===== config.mk =====
export PLATFORM = sky130hd
export DESIGN_NAME = pc_fetch_seq
export DESIGN_NICKNAME = d
export VERILOG_FILES = /design/src/rtl/pc_fetch_seq.sv
export SDC_FILE = /design/constraint.sdc
export NUM_CORES = 1
export LEC_CHECK = 0
export BUFFER_PORTS_ARGS = -buffer_cell sky130_fd_sc_hd__buf_2
export CAP_MARGIN = 25
export CORE_MARGIN = 2
export CORE_UTILIZATION = 40
export DETAILED_ROUTE_END_ITERATION = 10
export PLACE_DENSITY = 0.72
export SLEW_MARGIN = 10
export SYNTH_ARGS = -nofsm -noshare
export SYNTH_HDL_FRONTEND = slang
export SYNTH_SLANG_ARGS = --single-unit

===== constraint.sdc =====
create_clock -name Clk -period 1.8 [get_ports Clk]
set_clock_uncertainty 0.05 [all_clocks]
set_input_delay 0.18 -clock Clk [delete_from_list [all_inputs] [get_ports Clk]]
set_output_delay 0.18 -clock Clk [all_outputs]
set_load 0.005 [all_outputs]

===== src/rtl/pc_fetch_seq.sv =====
// rtl/pc_fetch_seq.sv - instruction-fetch sequencer owning the PC register and pc_mux select
// Optional breakpoint compare enabled by macro PC_BREAKPOINT_EN.
module pc_fetch_seq #(
    parameter logic [15:0] RESET_PC = 16'h0000,
    parameter int          TIMEOUT  = 8
) (
    input  logic        Clk,
    input  logic        Reset,
    input  logic        run,
    input  logic        halt_req,
    input  logic [15:0] pc_next,
    output logic [1:0]  pc_select,
    output logic        ld_pc,
    output logic [15:0] pc,
    output logic        ld_mar,
    output logic        mem_oe,
    input  logic        mem_rdy,
    input  logic [15:0] mem_data,
    output logic        ld_ir,
    output logic [15:0] ir,
    input  logic        exec_done,
    input  logic        redirect,
    input  logic        redirect_src,
    output logic        fault,
    output logic [2:0]  state_dbg
`ifdef PC_BREAKPOINT_EN
    ,
    input  logic [15:0] bp_addr,
    input  logic        bp_arm,
    output logic        bp_hit
`endif
);

    typedef enum logic [2:0] {
        S_HALT  = 3'd0,
        S_F1    = 3'd1,
        S_F2    = 3'd2,
        S_F3    = 3'd3,
        S_EX    = 3'd4,
        S_FAULT = 3'd5
    } state_t;

    localparam logic [7:0] LAST_WAIT = 8'(TIMEOUT - 1);

    state_t     state;
    state_t     state_nxt;
    logic [7:0] wait_cnt;
    logic       fault_q;
    logic       bp_stop;

`ifdef PC_BREAKPOINT_EN
    logic skip;
    // Skip flag lets the run after a breakpoint fetch the matching address once.
    assign bp_stop = bp_arm && (pc == bp_addr) && !skip;
    assign bp_hit  = (state == S_F1) && bp_stop && !Reset;
`else
    assign bp_stop = 1'b0;
`endif

    assign fault     = fault_q;
    assign state_dbg = state;

    always_comb begin
        state_nxt = state;
        pc_select = 2'b00;
        ld_pc     = 1'b0;
        ld_mar    = 1'b0;
        mem_oe    = 1'b0;
        ld_ir     = 1'b0;
        case (state)
            S_HALT: if (run) state_nxt = S_F1;
            S_F1: begin
                if (bp_stop) begin
                    state_nxt = S_HALT;
                end else begin
                    ld_mar    = 1'b1;
                    ld_pc     = 1'b1;
                    state_nxt = S_F2;
                end
            end
            S_F2: begin
                mem_oe = 1'b1;
                if (mem_rdy)                    state_nxt = S_F3;
                else if (wait_cnt == LAST_WAIT) state_nxt = S_FAULT;
            end
            S_F3: begin
                ld_ir     = 1'b1;
                state_nxt = S_EX;
            end
            S_EX: begin
                if (exec_done) begin
                    if (redirect) begin
                        pc_select = redirect_src ? 2'b10 : 2'b01;
                        ld_pc     = 1'b1;
                    end
                    state_nxt = halt_req ? S_HALT : S_F1;
                end
            end
            S_FAULT: state_nxt = S_FAULT;
            default: state_nxt = S_HALT;
        endcase
        // Strobes must be quiet while Reset is held, whatever state is registered.
        if (Reset) begin
            pc_select = 2'b00;
            ld_pc     = 1'b0;
            ld_mar    = 1'b0;
            mem_oe    = 1'b0;
            ld_ir     = 1'b0;
        end
    end

    always_ff @(posedge Clk) begin
        if (Reset) begin
            state    <= S_HALT;
            pc       <= RESET_PC;
            ir       <= 16'h0000;
            fault_q  <= 1'b0;
            wait_cnt <= 8'd0;
`ifdef PC_BREAKPOINT_EN
            skip     <= 1'b0;
`endif
        end else begin
            state <= state_nxt;
            if (ld_pc) pc <= pc_next;
            if (state == S_F1) wait_cnt <= 8'd0;
            if (state == S_F2) begin
                if (mem_rdy) ir <= mem_data;
                else         wait_cnt <= wait_cnt + 8'd1;
            end
            if (state_nxt == S_FAULT) fault_q <= 1'b1;
`ifdef PC_BREAKPOINT_EN
            if (state == S_F1) skip <= bp_stop;
`endif
        end
    end

endmodule


==> results of run 1 <==
critical path: stages, from the launching register on:
cell     delay, ns
dfxtp_2       0.33
buf_4         0.15
nor4b_2       0.42
a31oi_4       0.06
buf_12        0.15
inv_2         0.03
buf_2         0.09
synth_stat cells:
cell type,n,area (um^2)
nor3b_1,2,15.0
o21ai_1,1,5.00
or4_1,2,15.0
nor4b_1,2,17.5
and3_1,2,12.5
o22ai_1,1,6.26
xor2_1,1,8.76
nand3b_1,2,15.0
a21oi_1,23,115
nand2_1,40,150
o311ai_1,1,8.76
o41ai_1,1,8.76
buf_2,6,30.0
nand2b_1,3,18.8
nand4_1,4,25.0
a2111oi_0,1,8.76
a211oi_1,3,22.5
and2_1,2,12.5
inv_1,3,11.3
nor3_1,4,20.0
inv_2,1,3.75
dfxtp_1,44,881
nor2b_1,3,18.8
nor4bb_1,2,20.0
nand3_1,4,20.0
o31ai_1,2,15.0
or4b_1,2,20.0
ha_1,1,12.5
mux2i_1,17,170
nor2_1,21,78.8
a31oi_1,2,12.5
or3b_1,1,8.76
clkbuf_1,9,33.8
o211a_1,1,10.0
kinds of logic (layout without fill, tap and decap cells):
logic type | after synthesis | after routing | synth area share [%]
XOR/XNOR | 1 | 1 | 0.478
AND/OR/NAND/NOR | 96 | 96 | 25.5
AO/OA/AOI/OAI | 36 | 36 | 11.6
buffers and inverters | 19 | 109 | 4.30
flip-flops | 44 | 44 | 48.1
adder cells (fa/ha/maj) | 1 | 1 | 0.683
multiplexers | 17 | 17 | 9.29
stage by stage:
| stage | power [mW] | util [%] | area, um^2 | TNS (ns) |
|---|---|---|---|---|
| after floorplan | 1.18 | - | 1830 | 0 |
| after global placement | 1.30 | 54.2 | 2370 | 0 |
| after detailed placement | 1.31 | 54.2 | 2370 | 0 |
| after CTS | 1.91 | 56.7 | 2490 | 0 |
| after global routing | 1.99 | 57.7 | 2530 | -0.0131 |
| final | 1.90 | 57.7 | 2530 | 0 |
power by group:
part           switching (mW)  internal [mW]
clock network           0.318          0.277
logic                   0.137          0.138
registers              0.0199           1.00
state kept, by name, summed over array words and instances (netlist names):
register and flops:
fault 1, state_dbg 3, wait_cnt 8, ir 16, pc 16
timing repair:
action	4_1_cts	5_1_grt
resized for setup	2	9
hold buffers	0	0
setup endpoints to repair	2	17
setup buffers	2	0
area by class of cell:
cell class	instances	share of cell area, %
tap	52	2.57
clock buffer	7	3.02
inverter	4	0.593
sequential	44	34.9
clock inverter	1	0.346
multi-input combinational	151	36.7
timing repair buffer	97	21.9
layer usage:
layer	routed length [um]	vias up
met4	102	0
met3	296	9
met2	2170	66
met5	0	-
li1	-	919
met1	2080	828
path summary, 6_finish.rpt:
kind	startpoint	to	slack, ns	depth (start not counted)
min reg2reg	ir[5]	ir[5]	0.41	2
min	pc_next[2]	pc[2]	0.06	3
max reg2reg	state_dbg[0]	wait_cnt[4]	0.09	3
max	state_dbg[2]	ld_pc	0.06	6
==> parameters.txt, run 1 <==
Parameter                              Value

Timing
  Final Max Tran Viols    0
  Final Worst Setup Slack    0.0581 ns
  Transition time of the tightest slew-check pin    0.395 ns
  Max-slew headroom    73.6%
  Share of the clock period used by the worst path    96.8%
  Min Tclk post-route    1.74 ns
  Final Setup Violations    0
  Max Fclk    574 MHz
  Final-report hold violation count    0
  Final worst hold slack    0.0590 ns

GRT
  Initial antenna violation count    0
  GR Util met3    3.80%
  Wire length of the first global-routing pass    7.53 mm
  Global-route track usage on met1    22.5%
  Met2 Usage GRT    31.8%
  Number of global-route vias before repair    1711
  Pin count of the biggest net entering global routing    24
  GRT Max-Usage Layer    met2
  Tot GR Track Use    18.7%
  Remaining global-route overflow    0

Route
  Routed wire per std cell    13.1 um
  Detailed-router iteration count before antenna repair    4
  Drc violations    0
  Via count    about 1800
  Drt first-iter violations    78
  Vias per inst    about 5.1
  Final antenna-violating net count    0
  Detailed Route WL    4.65 mm

Layout
  Post-layout nets    344
  Area occupied by registers    883 um^2
  Top library cells by usage in the layout, fill and taps aside    buf_2 (81), dfxtp_1 (42), nand2_1 (40)
  Area added between synthesis and finish    38.2%
  Layout filler cell count    393
  Total area of multi-input combinational cells    928 um^2
  Non-filler instance count after layout    356
  Antenna diode instance count    0
  Most common cell after layout, fill and taps aside    buf_2
  Share of final-layout standard cells stronger than drive strength 1    36.8%

Setup path
  Data arrival time at the worst-slack endpoint    1.51 ns
  Endpoint kind of the worst setup timing path    output port
  CP Data Required Time    1.57 ns
  Path type of the worst setup path    flip-flop to output port
  Startpoint class of the critical path    flip-flop
  Highest fanout seen on the critical path    5

Synthesis
  Number of warnings issued by yosys    0
  Netlist cell types    34
  Mean cell area of the mapped netlist    ~8.6 um^2
  Sequential cell area fraction in the yosys report    approximately 48%
  Synthesized instance count    roughly 210
  Syn Nets    255
  Netlist area before placement    approximately 0.0018 mm^2
  Count of state elements after synthesis    44

CTS
  H-tree Lvls    2
  Inserted Clock Buffers    5
  CTS root buf    clkbuf_8
  CTS Sinks    44
  Insertion delay of the later-clocked pin in the worst-skew pair    0.29 ns
  CTS tree    yes
  Clk pin slew, worst setup/hold paths    ~0.080 ns
  Clock tree buffer depth    2

Place
  Pre-CTS WS    0.133 ns
  DP Wirelength    between 3 and 4 mm
  Placed Instances    about 350
  Final weighted congestion of routability-driven global placement    0.863
  IO Port Bufs    81

Power and ir drop
  Power per cell area    749 mW/mm^2
  Leakage power of the design    1.24 nW
  Worst supply voltage drop on vdd    approximately 0.00052 V

Floorplanning
  Core Box Area    0.00438 mm^2
  Die Wd    between 70 and 80 um
  Floorplan die height    between 70 and 80 um
  Floorplan row count    24
  Die outline area    0.00514 mm^2
  Effective utilization at floorplan    41.8%
  IO Count    82

Status
  Result of the run    complete, no violations

Flow run
  Number of violations of the max-capacitance limit    0

Min path
  Worst hold path class    primary input to flip-flop
No activity file was read; power rests on OpenSTA's default activity.
==> run 2, diff against run 1 <==
- CORE_ASPECT_RATIO: not set -> 0.7
==> run 2 against run 1 <==
Hold slack improved by 0.0062 ns. Combinational power decreased by 3%. Die area increased by 0.16%. Worst setup slack got worse by 0.0021 ns. Global-route usage decreased by 1.2 points. Design area unchanged. First-iteration DRC count increased by 31%. Clock power increased by 5.7%. Wire length decreased by 6.7%. Via count decreased by 2.5%. Flip-flop and latch count unchanged. Non-clock buffer count unchanged. Critical endpoint unchanged. Largest cell class unchanged.
==> parameters.txt, run 2 (same netlist as run 1, synthesis figures left out) <==
Parameter                              Value

Status
  Result of the run    complete, no violations

Flow run
  Number of violations of the max-capacitance limit    0 (unchanged)

Layout
  Most common cell after layout, fill and taps aside    buf_2
  Antenna diode instance count    0 (unchanged)
  Post-route design area    0.00253 mm^2 (unchanged)
  Top library cells by usage in the layout, fill and taps aside    buf_2 (81), dfxtp_1 (41), nand2_1 (40)
  Largest registers ranked by flip-flop count    ir x16, pc x16, wait_cnt x8
  Non-filler instance count after layout    359 (+0.84%)
  Share of final-layout standard cells stronger than drive strength 1    37.8% (+0.99 points)
  Area added between synthesis and finish    38.2% (unchanged)
  Layout filler cell count    394 (+0.25%)
  Post-layout nets    344 (unchanged)

Route
  Final antenna-violating net count    0 (unchanged)
  Detailed Route WL    4.34 mm (-6.7%)
  Vias per inst    4.95 (-3.3%)
  Via count    1777 (-2.5%)
  Drc violations    0 (unchanged)
  Routed wire per std cell    12.1 um (-7.5%)
  Drt first-iter violations    102 (+31%)
  Detailed-router iteration count before antenna repair    4 (unchanged)

GRT
  Number of global-route vias before repair    1614 (-5.7%)
  Wire length of the first global-routing pass    7.13 mm (-5.3%)
  Initial antenna violation count    0 (unchanged)
  Pin count of the biggest net entering global routing    23 (-4.2%)
  Tot GR Track Use    17.5% (-1.2 points)
  Remaining global-route overflow    0 (unchanged)

Power and ir drop
  Fraction of power spent switching nets    24.4% (-0.63 points)
  Comb power frac    13.9% (-0.6 points)
  Worst supply voltage drop on vdd    0.000471 V (-8.9%)
  Power per cell area    759 mW/mm^2 (+1.4%)
  Power Internal    1.45 mW (+2.3%)
  Part of the total power dissipated in the clock network    32.7% (+1.3 points)
  Leakage power of the design    1.25 nW (+0.42%)
  Part of the power in registers    53.4% (-0.7 points)
  Switching power    470 uW (-1.2%)

Setup path
  Path type of the worst setup path    flip-flop to output port
  Data arrival time at the worst-slack endpoint    1.51 ns (about the same)
  Launching point of the worst reg2reg path    state_dbg[2]
  Startpoint class of the critical path    flip-flop
  Highest fanout seen on the critical path    3 (-2)
  CP Data Required Time    1.57 ns (about the same)
  Endpoint kind of the worst setup timing path    output port
  Start point of the critical path    state_dbg[1]

Min path
  Launch instance of the worst min-delay path    pc_next[6]
  Worst hold path class    primary input to flip-flop

CTS
  Inserted Clock Buffers    5 (unchanged)
  CTS hold repair buffers    0 (unchanged)
  CTS root buf    clkbuf_8
  Insertion delay of the later-clocked pin in the worst-skew pair    0.29 ns (about the same)
  Clk pin slew, worst setup/hold paths    0.08 ns (about the same)
  CTS tree    yes
  H-tree Lvls    2 (unchanged)
  Clock tree buffer depth    2 (unchanged)
  CTS Sinks    44 (unchanged)

Timing
  Final Setup Violations    0 (unchanged)
  Setup TNS    0 ns (unchanged)
  Max Fclk    573 MHz (-0.12%)
  Final worst hold slack    0.0652 ns (+0.00619 ns)
  Share of the clock period used by the worst path    96.9% (+0.11 points)
  Transition time of the tightest slew-check pin    0.403 ns (+0.00752 ns)
  Final-report hold violation count    0 (unchanged)
  Min Tclk post-route    1.74 ns (+0.00205 ns)
  Max-slew headroom    72.8% (-0.78 points)
  Final Max Tran Viols    0 (unchanged)
  Unrepaired setup endpoints after global routing    yes

Floorplanning
  Core Box Area    0.00438 mm^2 (-0.11%)
  Floorplan row count    20 (-17%)
  Die outline area    0.00515 mm^2 (+0.16%)
  Floorplan die height    60.6 um (-15%)
  Die Wd    84.9 um (+18%)
  Effective utilization at floorplan    41.8% (+0.048 points)
  IO Count    82 (unchanged)

Place
  Placement Cell Area    0.00238 mm^2 (+0.16%)
  Placed Instances    349 (+0.87%)
  DP Wirelength    3.11 mm (-5.8%)
  Final weighted congestion of routability-driven global placement    0.813 (-5.8%)
  IO Port Bufs    81 (unchanged)
run 2: final timing paths:
kind | endpoint | slack [ns] | depth (start not counted)
max | ld_pc | 0.06 | 6
min | pc[6] | 0.07 | 3
max reg2reg | wait_cnt[4] | 0.08 | 3
min reg2reg | ir[1] | 0.40 | 2
run 2: cell type report:
| class | instances | area (um^2) | share of cell area, % |
|---|---|---|---|
| Multi-Input combinational cell | 151 | 927 | 36.6 |
| Inverter | 4 | 15.0 | 0.593 |
| Timing Repair Buffer | 97 | 542 | 21.4 |
| Tap cell | 55 | 68.8 | 2.72 |
| Sequential cell | 44 | 885 | 34.9 |
| Clock inverter | 1 | 7.51 | 0.297 |
| Clock buffer | 7 | 86.3 | 3.41 |
run 2: critical path, cell delays in order, from the launching register on:
cell and delay (ns):
dfxtp_2 0.34, buf_6 0.11, buf_4 0.13, nor4b_2 0.40, a31oi_4 0.08, inv_2 0.06
buf_2 0.10
run 2: stage by stage:
step                utilization (%)  setup WS, ns  power, mW
detailed placement             54.3        0.0751       1.30
floorplan                         -        0.0810       1.18
global route                   57.8       -0.0305       2.03
finish                         57.8        0.0561       1.92
global placement               54.3        0.0774       1.29
CTS                            57.6      0.000532       1.95
run 2: per-layer routing:
| metal | routed length (um) | track usage, % |
|---|---|---|
| met1 | 2080 | 22.1 |
| met2 | 1830 | 28.3 |
| met5 | 0 | 0 |
| met3 | 399 | 6.53 |
| met4 | 30 | 6.12 |
run 2: timing repair:
| item | 4_1_cts | 5_1_grt |
|---|---|---|
| endpoints found under the setup margin | 4 | 24 |
| setup buffers | 1 | 2 |
| resized for setup | 8 | 4 |
| cloned | 0 | 0 |
| pin swaps | 1 | 1 |
run 2: power groups by stage:
stage / Sequential (mW) / Clock (mW) / Combinational, mW
2_1_floorplan: 1.05 / 0 / 0.129
3_3_place_gp: 1.04 / 0 / 0.249
3_5_place_dp: 1.05 / 0 / 0.254
4_1_cts: 1.03 / 0.655 / 0.265
5_1_grt: 1.03 / 0.708 / 0.295
6_report: 1.03 / 0.629 / 0.267
==> run 3, diff against run 2 <==
- CTS_BUF_LIST: not set -> sky130_fd_sc_hd__clkbuf_8 sky130_fd_sc_hd__clkbuf_16
==> run 3 against run 2 <==
Register-to-register slack barely moved. Design area did not move. Global-route usage unchanged. First-iteration DRC count fell by 0.98%. Count of clock-buffer cells in the layout decreased by 1. Largest power group unchanged. Clock power shrank 0.8%. Via count fell by 0.45%. Critical path depth unchanged. Final cell count is the same. Non-clock buffer count unchanged. Critical endpoint unchanged. Die area unchanged. Worst setup slack about the same.
==> parameters.txt, run 3 (same netlist as run 1, synthesis figures left out) <==
Parameter                              Value

Layout
  Area added between synthesis and finish    38.2% (unchanged)
  Most common cell after layout, fill and taps aside    buf_2
  Share of final-layout standard cells stronger than drive strength 1    37.8% (unchanged)
  Final Util    57.8% (unchanged)
  Top library cells by usage in the layout, fill and taps aside    buf_2 (81), dfxtp_1 (41), nand2_1 (40)
  Largest registers ranked by flip-flop count    ir x16, pc x16, wait_cnt x8
  Antenna diode instance count    0 (unchanged)
  Post-layout nets    344 (unchanged)
  Layout filler cell count    394 (unchanged)

Setup path
  Worst setup slack for register-to-register paths    0.08 ns (about the same)
  Highest fanout seen on the critical path    3 (unchanged)
  Startpoint class of the critical path    flip-flop
  Path depth of the worst reg2reg path    3 (unchanged)
  Start point of the critical path    state_dbg[1]
  Max stage delay cell, worst path    nor4b_2
  Data arrival time at the worst-slack endpoint    1.51 ns (about the same)
  Path type of the worst setup path    flip-flop to output port
  Chain of cells forming the critical path    buf_6 -> buf_4 -> nor4b_2 -> a31oi_4 -> inv_2 -> buf_2
  Maximum single-stage delay on the critical path    0.40 ns (about the same)
  CP Data Required Time    1.57 ns (about the same)
  Launching point of the worst reg2reg path    state_dbg[2]
  Endpoint of the worst register-to-register path    wait_cnt[4]
  Endpoint kind of the worst setup timing path    output port

Route
  Routed wire per std cell    12.1 um (about the same)
  Final antenna-violating net count    0 (unchanged)
  Detailed-router iteration count before antenna repair    4 (unchanged)
  Detailed Route WL    4.34 mm (about the same)
  Drc violations    0 (unchanged)
  Drt first-iter violations    101 (-0.98%)
  Vias per inst    4.93 (-0.45%)
  Via count    1769 (-0.45%)

GRT
  Pin count of the biggest net entering global routing    23 (unchanged)
  Global-route track usage on met1    22.1% (unchanged)
  Remaining global-route overflow    0 (unchanged)
  Wire length of the first global-routing pass    7.13 mm (unchanged)
  Met2 Usage GRT    28.3% (unchanged)
  Initial antenna violation count    0 (unchanged)
  Tot GR Track Use    17.5% (unchanged)
  Number of global-route vias before repair    1614 (unchanged)
  GR Util met3    6.53% (unchanged)
  GRT Max-Usage Layer    met2

Floorplanning
  Effective utilization at floorplan    41.8% (unchanged)
  IO Count    82 (unchanged)
  Floorplan die height    60.6 um (unchanged)
  Core Box Area    0.00438 mm^2 (unchanged)
  Die Wd    84.9 um (unchanged)
  Die outline area    0.00515 mm^2 (unchanged)
  Floorplan row count    20 (unchanged)

Timing
  Final Setup Violations    0 (unchanged)
  Max-slew headroom    74.4% (+1.6 points)
  Final Max Tran Viols    0 (unchanged)
  Transition time of the tightest slew-check pin    0.375 ns (-0.0280 ns)
  Final worst hold slack    0.0652 ns (+0.0000139 ns)
  Min Tclk post-route    1.74 ns (+0.000209 ns)
  Final-report hold violation count    0 (unchanged)
  Unrepaired setup endpoints after global routing    yes
  Max Fclk    573 MHz (about the same)
  Final Worst Setup Slack    0.0559 ns (-0.000209 ns)
  Share of the clock period used by the worst path    96.9% (about the same)

Min path
  Launch instance of the worst min-delay path    pc_next[6]
  Worst-case hold path end point    pc[6]
  Worst hold path class    primary input to flip-flop
  Worst Hold Path Cells    3 (unchanged)

CTS
  H-tree Lvls    2 (unchanged)
  CTS tree    yes
  Inserted Clock Buffers    5 (unchanged)
  Clock tree buffer depth    2 (unchanged)
  Clk pin slew, worst setup/hold paths    0.08 ns (about the same)
  CTS hold repair buffers    0 (unchanged)
  CTS Sinks    44 (unchanged)
  Insertion delay of the later-clocked pin in the worst-skew pair    0.29 ns (about the same)
  CTS root buf    clkbuf_8

Power and ir drop
  Worst supply voltage drop on vdd    0.000471 V (+0.11%)
  Part of the power in registers    53.5% (about the same)
  Overall power of the completed layout    1.92 mW (-0.28%)
  Part of the total power dissipated in the clock network    32.6% (about the same)
  Power per cell area    757 mW/mm^2 (-0.28%)
  Leakage power of the design    1.25 nW (+0.33%)
  Power Internal    1.45 mW (-0.39%)
  Fraction of power spent switching nets    24.5% (+0.080 points)
  Comb power frac    13.9% (about the same)
  Switching power    470 uW (about the same)

Place
  Pre-CTS WS    0.0751 ns (unchanged)
  Final weighted congestion of routability-driven global placement    0.813 (unchanged)
  DP Wirelength    3.11 mm (unchanged)
  IO Port Bufs    81 (unchanged)

Status
  Result of the run    complete, no violations

Flow run
  Number of violations of the max-capacitance limit    0 (unchanged)
==> run 3: final cells by class <==
type	instances	area, um^2	share of cell area (%)
Multi-Input combinational cell	151	927	36.6
Timing Repair Buffer	97	542	21.4
Inverter	4	15.0	0.593
Tap cell	55	68.8	2.72
Sequential cell	44	885	34.9
Clock inverter	2	11.3	0.445
Clock buffer	6	82.6	3.26
==> run 3: worst max-delay path, delay by kind of cell, from the launching register on <==
family	cells	cell delay, ns
buffers and inverters	4	0.40
AND/OR/NAND/NOR	1	0.40
flip-flops	1	0.34
AO/OA/AOI/OAI	1	0.08
==> run 3: power by group through the flow <==
stage	clock, mW	combinational, mW	sequential [mW]
floorplan	0	0.129	1.05
global placement	0	0.249	1.04
detailed placement	0	0.254	1.05
CTS	0.650	0.265	1.03
global route	0.703	0.295	1.03
finish	0.624	0.266	1.03
==> run 3: through the flow <==
stage / std cells / cell area (um^2) / setup TNS (ns)
finish: 359 / 2530 / 0
global route: 359 / 2530 / -0.0430
CTS: 358 / 2520 / 0
detailed placement: 349 / 2380 / 0
global placement: 349 / 2380 / 0
floorplan: 214 / 1830 / 0
==> run 3: worst max path at each step <==
stage                         endpoint  cells after the start
after floorplan            wait_cnt[4]                      4
after global placement           ld_pc                      7
after detailed placement   wait_cnt[4]                      3
after CTS                        ld_pc                      7
after global routing      pc_select[0]                      6
final                            ld_pc                      6
==> run 3: layer usage <==
metal / part of all wire (%) / vias up
met5: 0 / -
met4: 0.69 / 0
met3: 9.1 / 5
met2: 42 / 70
met1: 48 / 780
li1: - / 914
==> run 3: repair_timing <==
| item | 4_1_cts | 5_1_grt |
|---|---|---|
| pin swaps | 1 | 1 |
| gates resized for setup | 8 | 4 |
| setup endpoints to repair | 4 | 24 |
| buffers inserted | 1 | 2 |
